==> src/rtl/regfile_wb_arbiter_pkg.sv <==
// Shared widths and small helpers for the register-file writeback arbiter.
// Supplies the project-wide `WORD_LEN / `REG_IDX_WIDTH / `RFREG_NUM / `WB_NUM_REQ
// defaults when no shared define file has set them first.
// Optional feature macro used by this slice: WB_FWD_EN.
`ifndef WORD_LEN
`define WORD_LEN 32
`endif
`ifndef REG_IDX_WIDTH
`define REG_IDX_WIDTH 5
`endif
`ifndef RFREG_NUM
`define RFREG_NUM 32
`endif
`ifndef WB_NUM_REQ
`define WB_NUM_REQ 3
`endif

package regfile_wb_arbiter_pkg;

   localparam int WordLen     = `WORD_LEN;
   localparam int RegIdxWidth = `REG_IDX_WIDTH;
   localparam int RfRegNum    = `RFREG_NUM;
   localparam int WbNumReq    = `WB_NUM_REQ;

   // Width of a round-robin pointer over n requesters (at least one bit).
   function automatic int ptrWidth(input int n);
      return (n > 1) ? $clog2(n) : 1;
   endfunction

   // Next requester index after idx, wrapping at n.
   function automatic int wrapInc(input int idx, input int n);
      return (idx + 1 >= n) ? 0 : idx + 1;
   endfunction

endpackage

==> src/rtl/regfile_wb_arbiter_if.sv <==
// Writeback bus between the result producers and the register-file write port.
// master: requester/register-file side; slave: the arbiter.
interface regfile_wb_arbiter_if
   import regfile_wb_arbiter_pkg::*;
#(
   parameter int NUM_REQ       = WbNumReq,
   parameter int WORD_LEN      = WordLen,
   parameter int REG_IDX_WIDTH = RegIdxWidth
);

   logic [NUM_REQ-1:0]               reqValid;
   logic [NUM_REQ*REG_IDX_WIDTH-1:0] reqAddr;
   logic [NUM_REQ*WORD_LEN-1:0]      reqData;
   logic [NUM_REQ-1:0]               reqReady;
   logic                             wbHold;
   logic                             writeEnable;
   logic [REG_IDX_WIDTH-1:0]         writeAddr;
   logic [WORD_LEN-1:0]              writeData;

   modport master (
      output reqValid, reqAddr, reqData, wbHold,
      input  reqReady, writeEnable, writeAddr, writeData
   );

   modport slave (
      input  reqValid, reqAddr, reqData, wbHold,
      output reqReady, writeEnable, writeAddr, writeData
   );

endinterface

==> src/rtl/regfile_wb_arbiter_rr_arbiter.sv <==
// Combinational round-robin arbiter: grants the first requester found scanning
// ptr, ptr+1, ... modulo N. Kept generic so the memory port can reuse it.
module rr_arbiter
   import regfile_wb_arbiter_pkg::*;
#(
   parameter int N     = 3,
   parameter int PTR_W = ptrWidth(N)
) (
   input  logic [N-1:0]     req,
   input  logic [PTR_W-1:0] ptr,
   input  logic             hold,
   output logic [N-1:0]     gnt
);

   localparam logic [N-1:0] One = N'(1);

   logic [2*N-1:0] reqDbl;
   logic [2*N-1:0] gntDbl;
   logic [N-1:0]   reqRot;
   logic [N-1:0]   gntRot;

   // Rotate so ptr sits at bit 0, keep the lowest set bit, rotate back.
   always_comb begin
      reqDbl = {req, req} >> ptr;
      reqRot = reqDbl[N-1:0];
      gntRot = reqRot & (~reqRot + One);
      gntDbl = {gntRot, gntRot} << ptr;
      gnt    = hold ? '0 : gntDbl[2*N-1:N];
   end

endmodule

==> src/rtl/regfile_wb_arbiter.sv <==
// Round-robin share of the register-file write port between writeback sources,
// with one registered output stage and a per-register busy scoreboard.
// Optional feature macro: WB_FWD_EN (forwarding of the registered, not yet
// committed write onto fwdHit/fwdData; tied to 0 when undefined).
module regfile_wb_arbiter
   import regfile_wb_arbiter_pkg::*;
#(
   parameter int NUM_REQ       = WbNumReq,
   parameter int WORD_LEN      = WordLen,
   parameter int REG_IDX_WIDTH = RegIdxWidth,
   parameter int RFREG_NUM     = RfRegNum
) (
   input  logic                     clk,
   input  logic                     rstn,
   regfile_wb_arbiter_if.slave      bus,
   input  logic                     issueValid,
   input  logic [REG_IDX_WIDTH-1:0] issueAddr,
   input  logic [REG_IDX_WIDTH-1:0] queryAddr1,
   input  logic [REG_IDX_WIDTH-1:0] queryAddr2,
   output logic                     busy1,
   output logic                     busy2,
   output logic                     protoErr,
   output logic                     fwdHit1,
   output logic                     fwdHit2,
   output logic [WORD_LEN-1:0]      fwdData1,
   output logic [WORD_LEN-1:0]      fwdData2
);

   localparam int PTR_W = ptrWidth(NUM_REQ);

   logic [PTR_W-1:0]         ptr;
   logic [PTR_W-1:0]         grantIdx;
   logic [NUM_REQ-1:0]       gnt;
   logic                     grant;
   logic [REG_IDX_WIDTH-1:0] grantAddr;
   logic [WORD_LEN-1:0]      grantData;
   logic [RFREG_NUM-1:0]     busy;
   logic [RFREG_NUM-1:0]     clearVec;
   logic [RFREG_NUM-1:0]     setVec;
   logic [RFREG_NUM-1:0]     busyNext;
   logic                     wawErr;
   logic                     grantErr;

   // Reset doubles as a hold so no requester sees a grant while rstn is low.
   rr_arbiter #(
      .N     (NUM_REQ),
      .PTR_W (PTR_W)
   ) uArb (
      .req  (bus.reqValid),
      .ptr  (ptr),
      .hold (bus.wbHold | ~rstn),
      .gnt  (gnt)
   );

   assign bus.reqReady = gnt;
   assign grant        = |gnt;

   // Select the granted requester's index, destination and result.
   always_comb begin
      grantIdx  = '0;
      grantAddr = '0;
      grantData = '0;
      for (int i = 0; i < NUM_REQ; i++) begin
         if (gnt[i]) begin
            grantIdx  = PTR_W'(i);
            grantAddr = bus.reqAddr[i*REG_IDX_WIDTH +: REG_IDX_WIDTH];
            grantData = bus.reqData[i*WORD_LEN +: WORD_LEN];
         end
      end
   end

   // Pointer moves just past the winner; holds when nothing is granted.
   always_ff @(posedge clk or negedge rstn) begin
      if (!rstn) begin
         ptr <= '0;
      end else if (grant) begin
         ptr <= PTR_W'(wrapInc(int'(grantIdx), NUM_REQ));
      end
   end

   // Output stage: x0 grants are consumed but never reach the write port.
   always_ff @(posedge clk or negedge rstn) begin
      if (!rstn) begin
         bus.writeEnable <= 1'b0;
         bus.writeAddr   <= '0;
         bus.writeData   <= '0;
      end else begin
         bus.writeEnable <= grant && (grantAddr != '0);
         if (grant) begin
            bus.writeAddr <= grantAddr;
            bus.writeData <= grantData;
         end
      end
   end

   // Scoreboard next state; a same-edge issue beats the clear (younger writer).
   always_comb begin
      clearVec = '0;
      setVec   = '0;
      if (grant && (grantAddr != '0)) clearVec[grantAddr] = 1'b1;
      if (issueValid && (issueAddr != '0)) setVec[issueAddr] = 1'b1;
      busyNext    = (busy & ~clearVec) | setVec;
      busyNext[0] = 1'b0;
      wawErr      = issueValid && (issueAddr != '0) && busy[issueAddr] && !clearVec[issueAddr];
      grantErr    = grant && (grantAddr != '0) && !busy[grantAddr];
   end

   // Busy bits register.
   always_ff @(posedge clk or negedge rstn) begin
      if (!rstn) begin
         busy <= '0;
      end else begin
         busy <= busyNext;
      end
   end

   // Sticky protocol-violation flag.
   always_ff @(posedge clk or negedge rstn) begin
      if (!rstn) begin
         protoErr <= 1'b0;
      end else if (wawErr || grantErr) begin
         protoErr <= 1'b1;
      end
   end

   assign busy1 = (queryAddr1 != '0) && busy[queryAddr1];
   assign busy2 = (queryAddr2 != '0) && busy[queryAddr2];

`ifdef WB_FWD_EN
   assign fwdHit1  = bus.writeEnable && (bus.writeAddr == queryAddr1) && (queryAddr1 != '0);
   assign fwdHit2  = bus.writeEnable && (bus.writeAddr == queryAddr2) && (queryAddr2 != '0);
   assign fwdData1 = fwdHit1 ? bus.writeData : '0;
   assign fwdData2 = fwdHit2 ? bus.writeData : '0;
`else
   assign fwdHit1  = 1'b0;
   assign fwdHit2  = 1'b0;
   assign fwdData1 = '0;
   assign fwdData2 = '0;
`endif

endmodule

==> src/flat_wrapper.sv <==
// flat-port wrapper written by rule: the top's interface ports become plain ports
module regfile_wb_arbiter_flat import regfile_wb_arbiter_pkg::*;
#(
   parameter int NUM_REQ       = WbNumReq,
   parameter int WORD_LEN      = WordLen,
   parameter int REG_IDX_WIDTH = RegIdxWidth,
   parameter int RFREG_NUM     = RfRegNum
)
  (clk, rstn, issueValid, issueAddr, queryAddr1, queryAddr2, busy1, busy2, protoErr, fwdHit1, fwdHit2, fwdData1, fwdData2, bus_reqValid, bus_reqAddr, bus_reqData, bus_wbHold, bus_reqReady, bus_writeEnable, bus_writeAddr, bus_writeData);
  regfile_wb_arbiter_if #(.NUM_REQ(NUM_REQ), .WORD_LEN(WORD_LEN), .REG_IDX_WIDTH(REG_IDX_WIDTH)) bus_i ();
  input  logic clk;
  input  logic rstn;
  input  logic issueValid;
  input  logic [REG_IDX_WIDTH-1:0] issueAddr;
  input  logic [REG_IDX_WIDTH-1:0] queryAddr1;
  input  logic [REG_IDX_WIDTH-1:0] queryAddr2;
  output logic busy1;
  output logic busy2;
  output logic protoErr;
  output logic fwdHit1;
  output logic fwdHit2;
  output logic [WORD_LEN-1:0] fwdData1;
  output logic [WORD_LEN-1:0] fwdData2;
  input wire logic [$bits(bus_i.reqValid)-1:0] bus_reqValid;
  input wire logic [$bits(bus_i.reqAddr)-1:0] bus_reqAddr;
  input wire logic [$bits(bus_i.reqData)-1:0] bus_reqData;
  input wire logic [$bits(bus_i.wbHold)-1:0] bus_wbHold;
  output wire logic [$bits(bus_i.reqReady)-1:0] bus_reqReady;
  output wire logic [$bits(bus_i.writeEnable)-1:0] bus_writeEnable;
  output wire logic [$bits(bus_i.writeAddr)-1:0] bus_writeAddr;
  output wire logic [$bits(bus_i.writeData)-1:0] bus_writeData;
  assign bus_i.reqValid = bus_reqValid;
  assign bus_i.reqAddr = bus_reqAddr;
  assign bus_i.reqData = bus_reqData;
  assign bus_i.wbHold = bus_wbHold;
  assign bus_reqReady = bus_i.reqReady;
  assign bus_writeEnable = bus_i.writeEnable;
  assign bus_writeAddr = bus_i.writeAddr;
  assign bus_writeData = bus_i.writeData;
  regfile_wb_arbiter #(.NUM_REQ(NUM_REQ), .WORD_LEN(WORD_LEN), .REG_IDX_WIDTH(REG_IDX_WIDTH), .RFREG_NUM(RFREG_NUM)) u_core (.clk(clk), .rstn(rstn), .bus(bus_i), .issueValid(issueValid), .issueAddr(issueAddr), .queryAddr1(queryAddr1), .queryAddr2(queryAddr2), .busy1(busy1), .busy2(busy2), .protoErr(protoErr), .fwdHit1(fwdHit1), .fwdHit2(fwdHit2), .fwdData1(fwdData1), .fwdData2(fwdData2));
endmodule
==> config.mk <==
export PLATFORM = sky130hd
export DESIGN_NAME = regfile_wb_arbiter_flat
export DESIGN_NICKNAME = d
export VERILOG_FILES = /design/src/rtl/regfile_wb_arbiter_pkg.sv /design/src/rtl/regfile_wb_arbiter_if.sv /design/src/rtl/regfile_wb_arbiter_rr_arbiter.sv /design/src/rtl/regfile_wb_arbiter.sv /design/src/flat_wrapper.sv
export SDC_FILE = /design/constraint.sdc
export NUM_CORES = 1
export LEC_CHECK = 0
export ABC_AREA = 0
export CAP_MARGIN = 20
export CELL_PAD_IN_SITES_DETAIL_PLACEMENT = 1
export CELL_PAD_IN_SITES_GLOBAL_PLACEMENT = 1
export CORE_MARGIN = 10
export CORE_UTILIZATION = 25
export CTS_BUF_LIST = sky130_fd_sc_hd__clkbuf_4 sky130_fd_sc_hd__clkbuf_8
export DETAILED_ROUTE_END_ITERATION = 10
export GPL_TIMING_DRIVEN = 0
export PLACE_DENSITY = 0.79
export SLEW_MARGIN = 20
export SYNTH_ARGS = -nofsm -noshare
export SYNTH_HDL_FRONTEND = slang
export SYNTH_HIERARCHICAL = 1
export SYNTH_SLANG_ARGS = --single-unit
==> constraint.sdc <==
create_clock -name clk -period 7.2 [get_ports clk]
set_input_delay 1.8 -clock clk [delete_from_list [all_inputs] [get_ports clk]]
set_output_delay 1.8 -clock clk [all_outputs]
set_load 0.1 [all_outputs]
==> metrics.cfg, run 1 <==
[placed_design]
dp_hpwl_mm=18.43
portBuffers=170
dpl-instance-area_sq_um=7362
last_weighted_congestion_value_of_the_routability_driven_placer=0.8877

[sta]
slew_viol_final=0
period_minus_slack_ps=6537
finClkSkew_ps=12.39
finalCritPeriodShare_pct=90.79
hold_slack_ps=490.0
worst_case_headroom_to_the_max_slew_limit_pct=28.85
achievable-frequency_mhz=153.0
timing_hold_violations_final=0
final-setup-viol-count=0
rsz0062_at_grt=no
max_slew.worst_pin.slew_ps=1064

[synthesis]
synthMostInstantiatedCell=sky130_fd_sc_hd__dfrtp_1
ys_ff_latch=72
synth.lib_cells_used.distinct=63
async_reset_ff_share_pct=100.0
synthesis.yosys.warnings=6
post_synth_most_frequent_cells=sky130_fd_sc_hd__dfrtp_1 (72), sky130_fd_sc_hd__buf_4 (70), sky130_fd_sc_hd__o21ai_0 (68), sky130_fd_sc_hd__o22ai_1 (66), sky130_fd_sc_hd__nand2_1 (43)
postSynth.topFlopCell=sky130_fd_sc_hd__dfrtp_1
synth.avg_cell_area_sq_um=9.318
synthCells=543
synth_top_area_cell=sky130_fd_sc_hd__dfrtp_1
synthDominantCellAreaShare_pct=35.61
edff_count_synth=0
yosysSeqAreaShare_pct=35.61
mappedNetlistArea_sq_um=5060
synth.area.top_cells=sky130_fd_sc_hd__dfrtp_1 (36%), sky130_fd_sc_hd__mux4_2 (11%), sky130_fd_sc_hd__buf_4 (10%)

[route]
vias=5384
finalWirelength_mm=23.23
first_iter_violations=362
detailedRoute.firstPassIterationCount=5
drt-vias-per-instance=5.079
post_drt_wl_per_cell_um=21.92
drt_drc_violations_left=0
ant_nets=0

[run_status]
run_status=complete, no violations

[critical_path]
setup.worst_path.start_class=input port
worst_setup_path_end_kind=primary output
cp-endpoint=busy2
worst-r2r-cell-count=11
startpoint=queryAddr2[0]
crit_type=in2out
worst-path-max-fanout=9
r2r-end=u_core/protoErr
regToRegStartpoint=u_core/ptr[0]
critical_path_arrival_ps=4740
worst-endpoint-required_ps=5400
setup.reg_to_reg.worst_slack_ps=3800

[floorplanning]
initial_core_util_pct=25.66
floorplan.io_pins=243
row_count=51
width_of_the_die_um=162.3
core_area_sq_um=19720
floorplan.die.height_um=162.3
die_area_sq_um=26330

[layout]
postLayoutCellArea_sq_um=7566
num_antenna_cells=0
nFillCells=2312
drive_gt1_share_pct=18.11
area_growth_syn_to_layout_pct=49.53
nets=923

[global_route]
grt_pass1_vias=5821
grt_start_max_net_pins=55
gr-usage-all-layers_pct=17.48
antenna_found_initial=0
grt_pass1_wl_mm=35.70
grt-ovfl-total=0

[pwr]
peakVddDrop_mv=0.2405
finalPower_mw=2.936
power_density_nw_per_um2=388.0
p_leak_nw=3.076

[worst_hold_path]
hold_class=reg2reg

[clock_tree]
cts_inserted_buffers=9
cts_max_path_buffers=2
cts_h_tree_lvls=3
cell_chosen_for_the_clock_root=sky130_fd_sc_hd__clkbuf_8
cts_num_sinks=72
tritoncts=done
post_cts.resized_instances=0
clk_pin_slew_ps=80
post_cts_buffers=0
holdBufCountCts=0
worst_skew_pair.late_latency_ps=390

[run]
maxCapViolCount=0

-- cells in the final DEF (no fill, tap or decap), types with 4 or more instances in the layout --
cell,netlist,final
sky130_fd_sc_hd__nor2_1,10,10
sky130_fd_sc_hd__clkdlybuf4s50_1,0,169
sky130_fd_sc_hd__conb_1,1,66
sky130_fd_sc_hd__inv_1,6,6
sky130_fd_sc_hd__nand4_1,5,5
sky130_fd_sc_hd__nand2b_1,7,7
sky130_fd_sc_hd__nor2b_1,7,7
sky130_fd_sc_hd__a21oi_1,42,42
sky130_fd_sc_hd__dfrtp_1,72,72
sky130_fd_sc_hd__nor3_1,4,4
sky130_fd_sc_hd__buf_1,6,6
sky130_fd_sc_hd__nand2_1,43,43
sky130_fd_sc_hd__a211oi_1,6,6
sky130_fd_sc_hd__clkbuf_1,20,20
sky130_fd_sc_hd__nand3_1,17,17
sky130_fd_sc_hd__o22ai_1,66,66
sky130_fd_sc_hd__clkbuf_8,0,9
sky130_fd_sc_hd__buf_4,70,71
sky130_fd_sc_hd__o21ai_0,68,68
sky130_fd_sc_hd__mux2_2,4,4
sky130_fd_sc_hd__mux2i_1,4,4
sky130_fd_sc_hd__mux4_2,25,25
-- per-stage QoR --
stage               TNS (ps)  setup slack, ps  cells  util (%)
floorplan                  0             1269    608         -
global placement      -25410            -1473   1043     37.21
detailed placement         0            619.3   1044     37.34
CTS                        0            632.2   1060     38.37
global route               0            564.9   1060     38.37
finish                     0            663.5   1060     38.37
-- worst max-delay path, stage by stage --
cell	delay (ps)
sky130_fd_sc_hd__clkbuf_1	560
sky130_fd_sc_hd__mux4_2	620
sky130_fd_sc_hd__mux4_2	500
sky130_fd_sc_hd__mux2_2	280
sky130_fd_sc_hd__clkdlybuf4s50_1	970
-- metal layers --
| layer | wire length (um) | vias to the layer above | track usage (%) |
|---|---|---|---|
| met5 | 0 | - | 0 |
| met4 | 633 | 0 | 6.245 |
| met3 | 1421 | 50 | 3.868 |
| met2 | 12350 | 256 | 31.28 |
| met1 | 8828 | 2658 | 19.91 |
| li1 | - | 2420 | - |
-- registers in the layout (all words and copies together) (netlist names) --
| register | count |
|---|---|
| u_core/bus.writeAddr | 5 |
| u_core/bus.writeData | 32 |
| u_core/bus.writeEnable | 1 |
| u_core/busy | 31 |
| u_core/protoErr | 1 |
| u_core/ptr | 2 |
-- cells by family (layout without fill, tap and decap cells) --
family	Yosys count	after routing	share of synthesized area, %
flops	72	72	35.61
compound gates	213	213	25.77
simple gates	114	114	11.80
buf+inv	109	296	13.77
other cells	1	66	0.07411
mux	33	33	12.81
xor+xnor	1	1	0.1731
-- worst min path at each step --
stage                                  from  slack (ps)                 endpoint  depth (start not counted)
floorplan                    u_core/busy[6]         510           u_core/busy[6]                          2
global placement    u_core/bus.writeAddr[1]         460  u_core/bus.writeAddr[1]                          2
detailed placement  u_core/bus.writeAddr[1]         470  u_core/bus.writeAddr[1]                          2
CTS                 u_core/bus.writeAddr[2]         490  u_core/bus.writeAddr[2]                          2
global route        u_core/bus.writeAddr[1]         530  u_core/bus.writeAddr[1]                          2
finish              u_core/bus.writeAddr[2]         490  u_core/bus.writeAddr[2]                          2
-- cell type report --
class                   count  area, sq um  area share, %
clock inverters             7        80.08          1.058
multi-input cells         427         2805          37.08
plain buffers             101        666.9          8.814
inverters                   8        30.03         0.3969
flip-flops and latches     72         1802          23.81
well taps                 265        331.6          4.382
repair buffers            171         1727          22.82
clock buffers               9        123.9          1.637
-- power breakdown --
group / switching, mW / total [mW] / internal (mW) / leakage [nW]
sequential: 0.151 / 0.721 / 0.569 / 0.820
combinational: 1.36 / 1.87 / 0.510 / 2.16
clock: 0.184 / 0.348 / 0.164 / 0.0964
total: 1.69 / 2.94 / 1.24 / 3.08
Note: power is estimated with default switching activity, not from simulation.
==> inputs of run 2 (changes only) <==
--- a/config.mk
+++ b/config.mk
@@ -10,13 +10,12 @@
 export CELL_PAD_IN_SITES_DETAIL_PLACEMENT = 1
 export CELL_PAD_IN_SITES_GLOBAL_PLACEMENT = 1
 export CORE_MARGIN = 10
-export CORE_UTILIZATION = 25
+export CORE_UTILIZATION = 33
 export CTS_BUF_LIST = sky130_fd_sc_hd__clkbuf_4 sky130_fd_sc_hd__clkbuf_8
 export DETAILED_ROUTE_END_ITERATION = 10
 export GPL_TIMING_DRIVEN = 0
-export PLACE_DENSITY = 0.79
+export PLACE_DENSITY = 0.95
 export SLEW_MARGIN = 20
 export SYNTH_ARGS = -nofsm -noshare
 export SYNTH_HDL_FRONTEND = slang
-export SYNTH_HIERARCHICAL = 1
 export SYNTH_SLANG_ARGS = --single-unit
==> run 2 against run 1 <==
  * Total power rose by 0.33%
  * Clock power rose by 8.3%
  * First-iteration DRC count fell by 7.2%
  * Design area fell by 0.76%
  * Non-clock buffer count rose by 4
  * Sequential cell count did not move
  * Routed wire length fell by 6.2%
  * Critical path depth rose by 2
  * Clock-buffer cell count did not move
  * Combinational power barely moved
  * Clock skew rose by 4.2 ps
  * Sequential share of layout area rose by 0.18 points
  * Largest cell class unchanged
  * Largest power group unchanged
==> metrics.cfg, run 2 <==
[synthesis]
synthesis.yosys.warnings=0  ; was 6
synth.lib_cells_used.distinct=56  ; was 63
postSynth.topFlopCell=sky130_fd_sc_hd__dfrtp_1  ; unchanged
synth.avg_cell_area_sq_um=9.312  ; was 9.318 sq um
yosysSeqAreaShare_pct=35.50  ; was 35.61%
ys_ff_latch=72  ; unchanged
synthDominantCellAreaShare_pct=35.50  ; was 35.61%
synth.area.top_cells=sky130_fd_sc_hd__dfrtp_1 (36%), sky130_fd_sc_hd__mux4_2 (11%), sky130_fd_sc_hd__buf_4 (10%)  ; unchanged
post_synth_most_frequent_cells=sky130_fd_sc_hd__dfrtp_1 (72), sky130_fd_sc_hd__buf_4 (68), sky130_fd_sc_hd__o21ai_0 (67), sky130_fd_sc_hd__nand2_1 (61), sky130_fd_sc_hd__nor2_1 (44)  ; was sky130_fd_sc_hd__dfrtp_1 (72), sky130_fd_sc_hd__buf_4 (70), sky130_fd_sc_hd__o21ai_0 (68), sky130_fd_sc_hd__o22ai_1 (66), sky130_fd_sc_hd__nand2_1 (43)
synthMostInstantiatedCell=sky130_fd_sc_hd__dfrtp_1  ; unchanged
synth_top_area_cell=sky130_fd_sc_hd__dfrtp_1  ; unchanged
async_reset_ff_share_pct=100.0  ; unchanged
mappedNetlistArea_sq_um=5075  ; was 5060 sq um
synthCells=545  ; was 543
edff_count_synth=0  ; unchanged

[route]
drt_drc_violations_left=0  ; unchanged
drt-vias-per-instance=5.427  ; was 5.079
first_iter_violations=336  ; was 362
post_drt_wl_per_cell_um=22.11  ; was 21.92 um
detailedRoute.firstPassIterationCount=5  ; unchanged
finalWirelength_mm=21.78  ; was 23.23 mm
vias=5346  ; was 5384
ant_nets=0  ; unchanged

[pwr]
internal_power_mw=1.266  ; was 1.243 mW
power_density_nw_per_um2=392.3  ; was 388.0 nW/um^2
peakVddDrop_mv=0.2206  ; was 0.2405 mV
portion_of_total_power_attributed_to_the_clock_network_pct=12.8  ; was 11.8%
pwr-share-seq_pct=24.3  ; was 24.6%
total_switching_power_mw=1.680  ; was 1.693 mW
p_comb_share_pct=62.9  ; was 63.6%
switching_power_as_a_share_of_total_power_pct=57.02  ; was 57.66%
p_leak_nw=3.195  ; was 3.076 nW
finalPower_mw=2.946  ; was 2.936 mW

[clock_tree]
post_cts_buffers=0  ; unchanged
cell_chosen_for_the_clock_root=sky130_fd_sc_hd__clkbuf_8  ; unchanged
clk_pin_slew_ps=70  ; was 80 ps
worst_skew_pair.late_latency_ps=380  ; was 390 ps
cts_h_tree_lvls=3  ; unchanged
holdBufCountCts=0  ; unchanged
tritoncts=done  ; unchanged
cts_max_path_buffers=2  ; unchanged
cts_inserted_buffers=9  ; unchanged
post_cts.resized_instances=0  ; unchanged
cts_num_sinks=72  ; unchanged

[critical_path]
worst-path-max-fanout=58  ; was 9
timing.critical_path.slowest_stage_cell=sky130_fd_sc_hd__clkdlybuf4s50_1  ; unchanged
critical_path.most_common_cell=sky130_fd_sc_hd__clkbuf_1  ; was sky130_fd_sc_hd__mux4_2
worst_setup_path_end_kind=primary output  ; unchanged
timing.critical_path.cells=buf_4, buf_16, nor2b_1, o311a_4, clkbuf_1, clkbuf_1, clkdlybuf4s50_1  ; was clkbuf_1, mux4_2, mux4_2, mux2_2, clkdlybuf4s50_1
worst_path_largest_cell_delay_ps=1260  ; was 970 ps
crit_type=in2out  ; unchanged
critical_path_arrival_ps=5070  ; was 4740 ps
setup.worst_path.start_class=input port  ; unchanged
worst-endpoint-required_ps=5400  ; about the same

[floorplanning]
row_count=45  ; was 51
initial_core_util_pct=33.51  ; was 25.66%
width_of_the_die_um=144.0  ; was 162.3 um
die_area_sq_um=20740  ; was 26330 sq um
core_area_sq_um=15150  ; was 19720 sq um
floorplan.io_pins=243  ; unchanged
floorplan.die.height_um=144.0  ; was 162.3 um

[placed_design]
dpl-instance-area_sq_um=7281  ; was 7362 sq um
portBuffers=170  ; unchanged
last_weighted_congestion_value_of_the_routability_driven_placer=0.9175  ; was 0.8877
dp_hpwl_mm=17.53  ; was 18.43 mm

[layout]
layout.cells.most_common=sky130_fd_sc_hd__clkdlybuf4s50_1  ; unchanged
layout_top_registers=u_core.bus.writeData (32), u_core.busy (31), u_core.bus.writeAddr (5)  ; was u_core/bus.writeData (32), u_core/busy (31), u_core/bus.writeAddr (5)
largest-register=u_core.bus.writeData  ; was u_core/bus.writeData
sequential_cell_area_sq_um=1802  ; unchanged
nFillCells=1768  ; was 2312
num_antenna_cells=0  ; unchanged
nets=925  ; was 923
final_core_util_pct=49.57  ; was 38.37%
combined_area_of_the_multi_input_logic_cells_sq_um=2843  ; was 2805 sq um
drive_gt1_share_pct=16.56  ; was 18.11%
most_used_cells_in_the_layout_excluding_fill_and_tap_cells=sky130_fd_sc_hd__clkdlybuf4s50_1 (168), sky130_fd_sc_hd__dfrtp_1 (72), sky130_fd_sc_hd__buf_4 (69)  ; was sky130_fd_sc_hd__clkdlybuf4s50_1 (169), sky130_fd_sc_hd__dfrtp_1 (72), sky130_fd_sc_hd__buf_4 (71)
largest_register_ffs=32  ; unchanged
area_growth_syn_to_layout_pct=47.95  ; was 49.53%
postLayoutCellArea_sq_um=7508  ; was 7566 sq um

[sta]
timing_hold_violations_final=0  ; unchanged
achievable-frequency_mhz=145.6  ; was 153.0 MHz
period_minus_slack_ps=6868  ; was 6537 ps
worst_case_headroom_to_the_max_slew_limit_pct=31.48  ; was 28.85%
rsz0062_at_grt=no  ; unchanged
finalCritPeriodShare_pct=95.39  ; was 90.79%
setup-tns-final_ps=0  ; unchanged
slew_viol_final=0  ; unchanged
final-setup-viol-count=0  ; unchanged
max_slew.worst_pin.slew_ps=1025  ; was 1064 ps
finClkSkew_ps=16.58  ; was 12.39 ps

[run]
maxCapViolCount=0  ; unchanged

[global_route]
grt_pass1_vias=5922  ; was 5821
antenna_found_initial=0  ; unchanged
grt_start_max_net_pins=59  ; was 55
grt-ovfl-total=0  ; unchanged
grt_pass1_wl_mm=33.11  ; was 35.70 mm
gr-usage-all-layers_pct=20.84  ; was 17.48%

[worst_hold_path]
hold_class=reg2reg  ; unchanged

[run_status]
run_status=complete, no violations  ; unchanged

==> run 2: layout make-up <==
cell class	instances	area share, %
multi-input combinational	430	37.86
sequential	72	24.00
timing repair buffer	171	23.03
buffer	105	8.832
tap	188	3.133
clock buffer	9	1.650
clock inverter	7	1.350
inverter	3	0.1500
==> run 2: per-layer routing <==
layer,vias to the layer above,GRT usage [%],wire length (um)
met4,0,9.833,850
met5,-,0,0
met1,2582,20.99,7411
met2,322,36.55,11040
li1,2381,-,-
met3,61,8.691,2480
==> run 2: power by group through the flow <==
stage                     clock network [mW]  registers (mW)  logic, mW
after detailed placement                   0           0.717       1.85
final                                  0.377           0.715       1.85
after floorplan                            0            1.43      0.625
after global placement                     0           0.699       1.82
after global routing                   0.400           0.735       1.94
after CTS                              0.386           0.710       1.86
==> run 2: path summary, 6_finish.rpt <==
kind                       cells after the start               startpoint  slack (ps)                       to
max reg2reg                                    7            u_core.ptr[0]        3980          u_core.protoErr
max                                            7                     rstn         330          bus_reqReady[2]
min                                            2  u_core.bus.writeAddr[0]         480  u_core.bus.writeAddr[0]
max in group asynchronous                      2                     rstn        5320  u_core.bus.writeAddr[3]
min in group asynchronous                      1                     rstn        1290  u_core.bus.writeData[4]
min reg2reg                                    2  u_core.bus.writeAddr[0]         480  u_core.bus.writeAddr[0]
==> run 2: cells by family after synthesis <==
kind of cell           count (synthesis)  synth area share (%)
AO/OA/AOI/OAI                        163                 20.83
XOR/XNOR                               3                0.5178
buffers and inverters                108                 13.29
flip-flops                            72                 35.50
multiplexers                          47                 15.58
other                                  1               0.07389
AND/OR/NAND/NOR                      151                 14.20
==> run 2: critical path: cells and delay by family <==
kind / cells / cell delay (ps)
AOI/OAI and AO/OA: 1 / 270
buffers and inverters: 5 / 2680
and+or+nand+nor: 1 / 260
==> run 2: stage by stage <==
step	instances	hold slack, ps	setup WS (ps)
after floorplan	610	520.8	1685
after global placement	968	458.1	-2276
after detailed placement	969	465.2	156.5
after CTS	985	483.5	152.8
after global routing	985	497.5	108.0
final	985	478.2	331.9
==> inputs of run 3 (changes only) <==
--- a/config.mk
+++ b/config.mk
@@ -6,7 +6,7 @@
 export NUM_CORES = 1
 export LEC_CHECK = 0
 export ABC_AREA = 0
-export CAP_MARGIN = 20
+export CAP_MARGIN = 10
 export CELL_PAD_IN_SITES_DETAIL_PLACEMENT = 1
 export CELL_PAD_IN_SITES_GLOBAL_PLACEMENT = 1
 export CORE_MARGIN = 10
==> results of run 3 <==
Same layout as run 2: the final DEF is identical, and so are final timing and power.
